## src/rtl/sa_pkg.sv

```systemverilog
// Shared constants and types for the systolic-array row collector.
package sa_pkg;

    // Width of one tagged column word: payload plus the valid tag.
    function automatic int unsigned tag_width(int unsigned w_data);
        return w_data + 1;
    endfunction

    // Bit index of the valid tag within a tagged column word.
    function automatic int unsigned valid_bit(int unsigned w_data);
        return w_data;
    endfunction

    // Output row register state.
    typedef enum logic {
        ST_EMPTY = 1'b0,
        ST_FULL  = 1'b1
    } out_state_e;

endpackage

```

## src/rtl/sa_col_fifo.sv

```systemverilog
// Per-column FIFO that buffers one systolic-array column's words until a full row exists.
module sa_col_fifo #(
    parameter int unsigned W_DATA = 8,
    parameter int unsigned DEPTH  = 4
) (
    input  logic                     clk,
    input  logic                     rst_n,
    input  logic                     i_push,
    input  logic                     i_pop,
    input  logic [W_DATA-1:0]        i_data,
    output logic [W_DATA-1:0]        o_data_c,
    output logic                     o_full_c,
    output logic                     o_empty_c,
    output logic [$clog2(DEPTH):0]   o_count
);

    localparam int unsigned AW = $clog2(DEPTH);
    localparam int unsigned CW = AW + 1;

    logic [W_DATA-1:0] mem_q [DEPTH];
    logic [W_DATA-1:0] mem_d [DEPTH];
    logic [AW-1:0]     wr_ptr_q, wr_ptr_d;
    logic [AW-1:0]     rd_ptr_q, rd_ptr_d;
    logic [CW-1:0]     count_q, count_d;
    logic              push_ok;
    logic              pop_ok;

    // A push into a full FIFO is only legal when the head leaves on the same edge.
    assign push_ok = i_push & (~o_full_c | pop_ok);
    assign pop_ok  = i_pop & ~o_empty_c;

    // Next-state for storage, power-of-two pointers wrap naturally.
    always_comb begin
        mem_d    = mem_q;
        wr_ptr_d = wr_ptr_q;
        rd_ptr_d = rd_ptr_q;
        if (push_ok) begin
            mem_d[wr_ptr_q] = i_data;
            wr_ptr_d        = wr_ptr_q + AW'(1);
        end
        if (pop_ok) begin
            rd_ptr_d = rd_ptr_q + AW'(1);
        end
        count_d = count_q + CW'(push_ok) - CW'(pop_ok);
    end

    // Storage and pointer registers.
    always_ff @(posedge clk or negedge rst_n) begin
        if (!rst_n) begin
            for (int i = 0; i < int'(DEPTH); i++) begin
                mem_q[i] <= '0;
            end
            wr_ptr_q <= '0;
            rd_ptr_q <= '0;
            count_q  <= '0;
        end else begin
            mem_q    <= mem_d;
            wr_ptr_q <= wr_ptr_d;
            rd_ptr_q <= rd_ptr_d;
            count_q  <= count_d;
        end
    end

    assign o_data_c  = mem_q[rd_ptr_q];
    assign o_full_c  = (count_q == CW'(DEPTH));
    assign o_empty_c = (count_q == '0);
    assign o_count   = count_q;

endmodule

```

## src/rtl/sa_row_collector.sv

```systemverilog
// Collects skewed per-column words from a systolic array and emits aligned rows.
module sa_row_collector
    import sa_pkg::*;
#(
    parameter int unsigned COL    = 3,
    parameter int unsigned W_DATA = 8,
    parameter int unsigned DEPTH  = 4
) (
    input  logic                       i_clk,
    input  logic                       i_rst_n,
    input  logic [(W_DATA+1)*COL-1:0]  i_data,
    output logic [W_DATA*COL-1:0]      o_row,
    output logic                       o_row_valid,
    input  logic                       i_row_ready,
    output logic [COL-1:0]             o_overflow,
    output logic                       o_busy
);

    localparam int unsigned W_TAG = tag_width(W_DATA);
    localparam int unsigned VBIT  = valid_bit(W_DATA);
    localparam int unsigned CW    = $clog2(DEPTH) + 1;

    out_state_e                    state_q, state_d;
    logic [W_DATA*COL-1:0]         row_q, row_d, row_next;
    logic [COL-1:0]                ovf_q, ovf_d;
    logic                          busy_q, busy_d;

    logic [COL-1:0]                col_vld;
    logic [COL-1:0]                push;
    logic [COL-1:0]                full;
    logic [COL-1:0]                empty;
    logic [COL-1:0]                ovf_set;
    logic [COL-1:0]                nonempty_nxt;
    logic [COL-1:0][W_DATA-1:0]    col_payload;
    logic [COL-1:0][W_DATA-1:0]    head;
    logic [COL-1:0][CW-1:0]        count;
    logic [COL-1:0][CW-1:0]        count_nxt;
    logic                          pop_c;

    // Pop a row when every column has a head word and the output slot is free or draining.
    assign pop_c = (&(~empty)) & ((state_q == ST_EMPTY) | i_row_ready);

    // Per-column unpacking, push/drop decision and buffering.
    for (genvar c = 0; c < int'(COL); c++) begin : g_col
        localparam int unsigned TAG_LSB = W_TAG * (COL - 1 - c);
        localparam int unsigned ROW_LSB = W_DATA * (COL - 1 - c);

        assign col_vld[c]     = i_data[TAG_LSB + VBIT];
        assign col_payload[c] = i_data[TAG_LSB +: W_DATA];
        assign push[c]        = col_vld[c] & (~full[c] | pop_c);
        assign ovf_set[c]     = col_vld[c] & full[c] & ~pop_c;
        assign count_nxt[c]   = count[c] + CW'(push[c]) - CW'(pop_c);
        assign nonempty_nxt[c] = (count_nxt[c] != '0);
        assign row_next[ROW_LSB +: W_DATA] = head[c];

        sa_col_fifo #(
            .W_DATA (W_DATA),
            .DEPTH  (DEPTH)
        ) u_fifo (
            .clk       (i_clk),
            .rst_n     (i_rst_n),
            .i_push    (push[c]),
            .i_pop     (pop_c),
            .i_data    (col_payload[c]),
            .o_data_c  (head[c]),
            .o_full_c  (full[c]),
            .o_empty_c (empty[c]),
            .o_count   (count[c])
        );
    end

    // Output-state register.
    always_ff @(posedge i_clk or negedge i_rst_n) begin
        if (!i_rst_n) begin
            state_q <= ST_EMPTY;
        end else begin
            state_q <= state_d;
        end
    end

    // Output-state transitions: fill on pop, drain on accept without a refill.
    always_comb begin
        state_d = state_q;
        case (state_q)
            ST_EMPTY: if (pop_c)            state_d = ST_FULL;
            ST_FULL:  if (pop_c)            state_d = ST_FULL;
                      else if (i_row_ready) state_d = ST_EMPTY;
            default:                        state_d = ST_EMPTY;
        endcase
    end

    // Next values for row data, sticky overflow and busy.
    always_comb begin
        row_d  = row_q;
        ovf_d  = ovf_q | ovf_set;
        busy_d = (state_d == ST_FULL) | (|nonempty_nxt);
        if (pop_c) begin
            row_d = row_next;
        end
    end

    // Output registers.
    always_ff @(posedge i_clk or negedge i_rst_n) begin
        if (!i_rst_n) begin
            row_q  <= '0;
            ovf_q  <= '0;
            busy_q <= 1'b0;
        end else begin
            row_q  <= row_d;
            ovf_q  <= ovf_d;
            busy_q <= busy_d;
        end
    end

    assign o_row       = row_q;
    assign o_row_valid = (state_q == ST_FULL);
    assign o_overflow  = ovf_q;
    assign o_busy      = busy_q;

endmodule

```

## config.mk

```make
export PLATFORM = sky130hd
export DESIGN_NAME = sa_row_collector
export DESIGN_NICKNAME = d
export VERILOG_FILES = /design/src/rtl/sa_pkg.sv /design/src/rtl/sa_col_fifo.sv /design/src/rtl/sa_row_collector.sv
export SDC_FILE = /design/constraint.sdc
export NUM_CORES = 1
export LEC_CHECK = 0
export ABC_AREA = 1
export BUFFER_PORTS_ARGS = -buffer_cell sky130_fd_sc_hd__buf_2
export CAP_MARGIN = 20
export CORE_ASPECT_RATIO = 1.75
export CORE_MARGIN = 2
export CORE_UTILIZATION = 60
export DETAILED_ROUTE_END_ITERATION = 8
export PLACE_DENSITY = 0.8
export SYNTH_ARGS = -nofsm -noshare
export SYNTH_HDL_FRONTEND = slang
export SYNTH_SLANG_ARGS = --single-unit
```

## constraint.sdc

```tcl
create_clock -name i_clk -period 4.51 [get_ports i_clk]
set_input_delay 0.451 -clock i_clk [delete_from_list [all_inputs] [get_ports i_clk]]
set_output_delay 0.451 -clock i_clk [all_outputs]
set_load 0.01 [all_outputs]
```

==> impl_metrics.tcl <==
set metrics [dict create \
    track_usage_pct 27.6 \
    ir_worst_vdd_v 0.000453 \
    grt_first_pass_wirelength_um 27400 \
    io_buffers 58 \
    relSlewSlack_pct 34.1 \
    antenna_found_initial 0 \
    hold_ws_ps 131 \
    synth_top_area_cell "dfrtp_1" \
    place_congestion 0.854 \
    grt_max_degree 109 \
    worst_slew_pin_slew_ps 988 \
    area.growth.synth_to_final_pct 11.4 \
    finalCritPeriodShare_pct 78.9 \
    multiInputGateArea_sq_mm 0.00312 \
    die_area_sq_mm 0.0129 \
    final_cell_mix "nand2_1 (296), dfrtp_1 (146), nand4_1 (98)" \
    floorplan.initialDensity_pct 61.6 \
    cts-root-buf "clkbuf_16" \
    firstDrtPassIters 5 \
    die_w_um 86.7 \
    crit_type "reg2reg" \
    arrival_ps 3850 \
    finalCriticalPeriod_ps 3560 \
    drt-total-wl_um 16700 \
    drc_errors 0 \
    seq_area_sq_mm 0.00365 \
    viasPerCell 5.97 \
    core_region_area_sq_mm 0.0116 \
    status "finished, final reports clean" \
    p_per_area_mw_per_mm2 800 \
    synthTopCellsByArea "dfrtp_1 (51%), nand2_1 (15%), nand4_1 (8.5%)" \
    dp_hpwl_um 11100 \
    setup_viol 0 \
    postCtsSetupBuffers 0 \
    rsz0062_at_grt "no" \
    insertion_delay_ps 420 \
    rows 52 \
    end_kind "flip-flop" \
    vias 5841 \
    final_common_cell "nand2_1" \
    diodes 0 \
    numCtsBuffers 17 \
    overflow 0 \
    holdCritPathClass "in2async" \
    clk_pin_slew_ps 60 \
    fin_tns_setup_ps 0 \
    cts_hold_buf 0 \
    htree_levels 4 \
    cts_buffer_depth 2 \
    die-height_um 149 \
    fill_cells 865 \
    cts_resized 0 \
    critPathLaunchType "flip-flop" \
    nets 890 \
    pin_count 59 \
    final_layout_size_suffix_gt1_share_pct 12.9 \
    synth_area_per_cell_sq_um 8.93 \
    ys_ff_latch 146 \
    clock_skew_ps 7.47 \
    max_freq_mhz 281 \
    leakagePower_nw 4.21 \
    wl_per_cell_um 17.0 \
    synth.yosys.seq_area_share_pct 50.9 \
    cp_max_fo 37 \
    yosysUniqueCellTypes 26 \
    cts_tree "done" \
    grt_pass1_vias 5934 \
    drt-initial-drc-count 448 \
    synthCells 803 \
    synth_warnings 0 \
    maxCapViolCount 0 \
    cts_num_sinks 146 \
    drtAntennaViolNets 0 \
    report.final.slew_viol_count 0 \
    crit_required_ps 4800 \
    synthesis.nets 861 \
    yosys.area.top_type_share_pct 50.9 \
    hold_violations 0 \
    synth_area_sq_mm 0.00717 \
]
flip-flops by register name, indices dropped and copies added (netlist names):
register               flops
o_busy                     1
g_col.u_fifo.wr_ptr_q      6
g_col.u_fifo.mem_q        96
g_col.u_fifo.rd_ptr_q      6
o_overflow                 3
o_row_valid                1
o_row                     24
g_col.u_fifo.o_count       9
per-layer routing:
layer / wire, um / share of wire, % / track usage [%]
met3: 649 / 3.9 / 6.05
met1: 6060 / 36 / 29.8
met4: 893 / 5.4 / 16.5
met2: 9060 / 54 / 48.3
met5: 0 / 0 / 0
worst max-delay path, cell delays in order (launching register included):
cell     delay (ps)
dfrtp_1         370
inv_1           130
nand3_2         130
nand4_4         470
nand2_2         690
nand2_1         230
ha_1            340
inv_1            40
ha_1            190
fa_1            450
nor2_1          130
nand4_1         100
nor2_1           90
nand4_1          70
through the flow:
stage	power, W	instances	cell area (sq um)	setup slack [ps]	utilization [%]
CTS	0.00641	979	7990	922	68.6
floorplan	0.00423	803	7170	2030	-
global placement	0.00476	948	7390	1010	63.4
global route	0.00689	979	7990	628	68.6
detailed placement	0.00492	948	7390	900	63.4
finish	0.00639	979	7990	950	68.6
synth_stat cells (all sizes together):
| library cell | n |
|---|---|
| fa | 6 |
| nand4 | 99 |
| clkbuf | 23 |
| buf | 27 |
| dfrtp | 146 |
| mux2i | 24 |
| o21bai | 2 |
| nor3 | 1 |
| inv | 33 |
| xor2 | 7 |
| o22ai | 24 |
| nor2 | 41 |
| xnor2 | 3 |
| nand2 | 302 |
| a31o | 1 |
| ha | 22 |
| o21ai | 24 |
| nand3 | 15 |
| clkinv | 3 |
path summary, 6_finish.rpt:
check / from / end / slack (ps) / depth (start not counted)
max in group asynchronous: i_rst_n / g_col[0].u_fifo.mem_q[9]$_DFFE_PN0P_ / 3240 / 2
min in group i_clk: i_data[20] / g_col[0].u_fifo.mem_q[10]$_DFFE_PN0P_ / 330 / 3
min reg2reg: g_col[0].u_fifo.mem_q[10]$_DFFE_PN0P_ / g_col[0].u_fifo.mem_q[10]$_DFFE_PN0P_ / 470 / 2
max: g_col[2].u_fifo.o_count[1]$_DFF_PN0_ / o_busy$_DFF_PN0_ / 950 / 13
max reg2reg: g_col[2].u_fifo.o_count[1]$_DFF_PN0_ / o_busy$_DFF_PN0_ / 950 / 13
min: i_rst_n / g_col[1].u_fifo.mem_q[16]$_DFFE_PN0P_ / 130 / 1
layout make-up:
cell class | instances | share of cell area [%]
tap | 135 | 2.11
clock inverter | 12 | 2.00
multi-input combinational | 571 | 39.0
inverter | 36 | 1.69
sequential | 146 | 45.7
timing repair buffer | 60 | 3.90
clock buffer | 19 | 5.54
kinds of logic (layout without fill, tap and decap cells):
logic type,Yosys count,after routing,share of synthesized area (%)
xor+xnor,10,10,1.22
buf+inv,86,127,5.60
mux,24,24,3.35
compound gates,51,51,4.10
simple gates,458,458,29.3
flops,146,146,50.9
fa+ha+maj,28,28,5.51
where the power goes:
| part | total (W) | switching (W) | internal (W) |
|---|---|---|---|
| logic | 0.00254 | 0.00160 | 0.000948 |
| clock network | 0.00143 | 0.000544 | 0.000883 |
| registers | 0.00242 | 0.000495 | 0.00193 |
| total | 0.00639 | 0.00263 | 0.00376 |
Note: power is estimated with default switching activity, not from simulation.
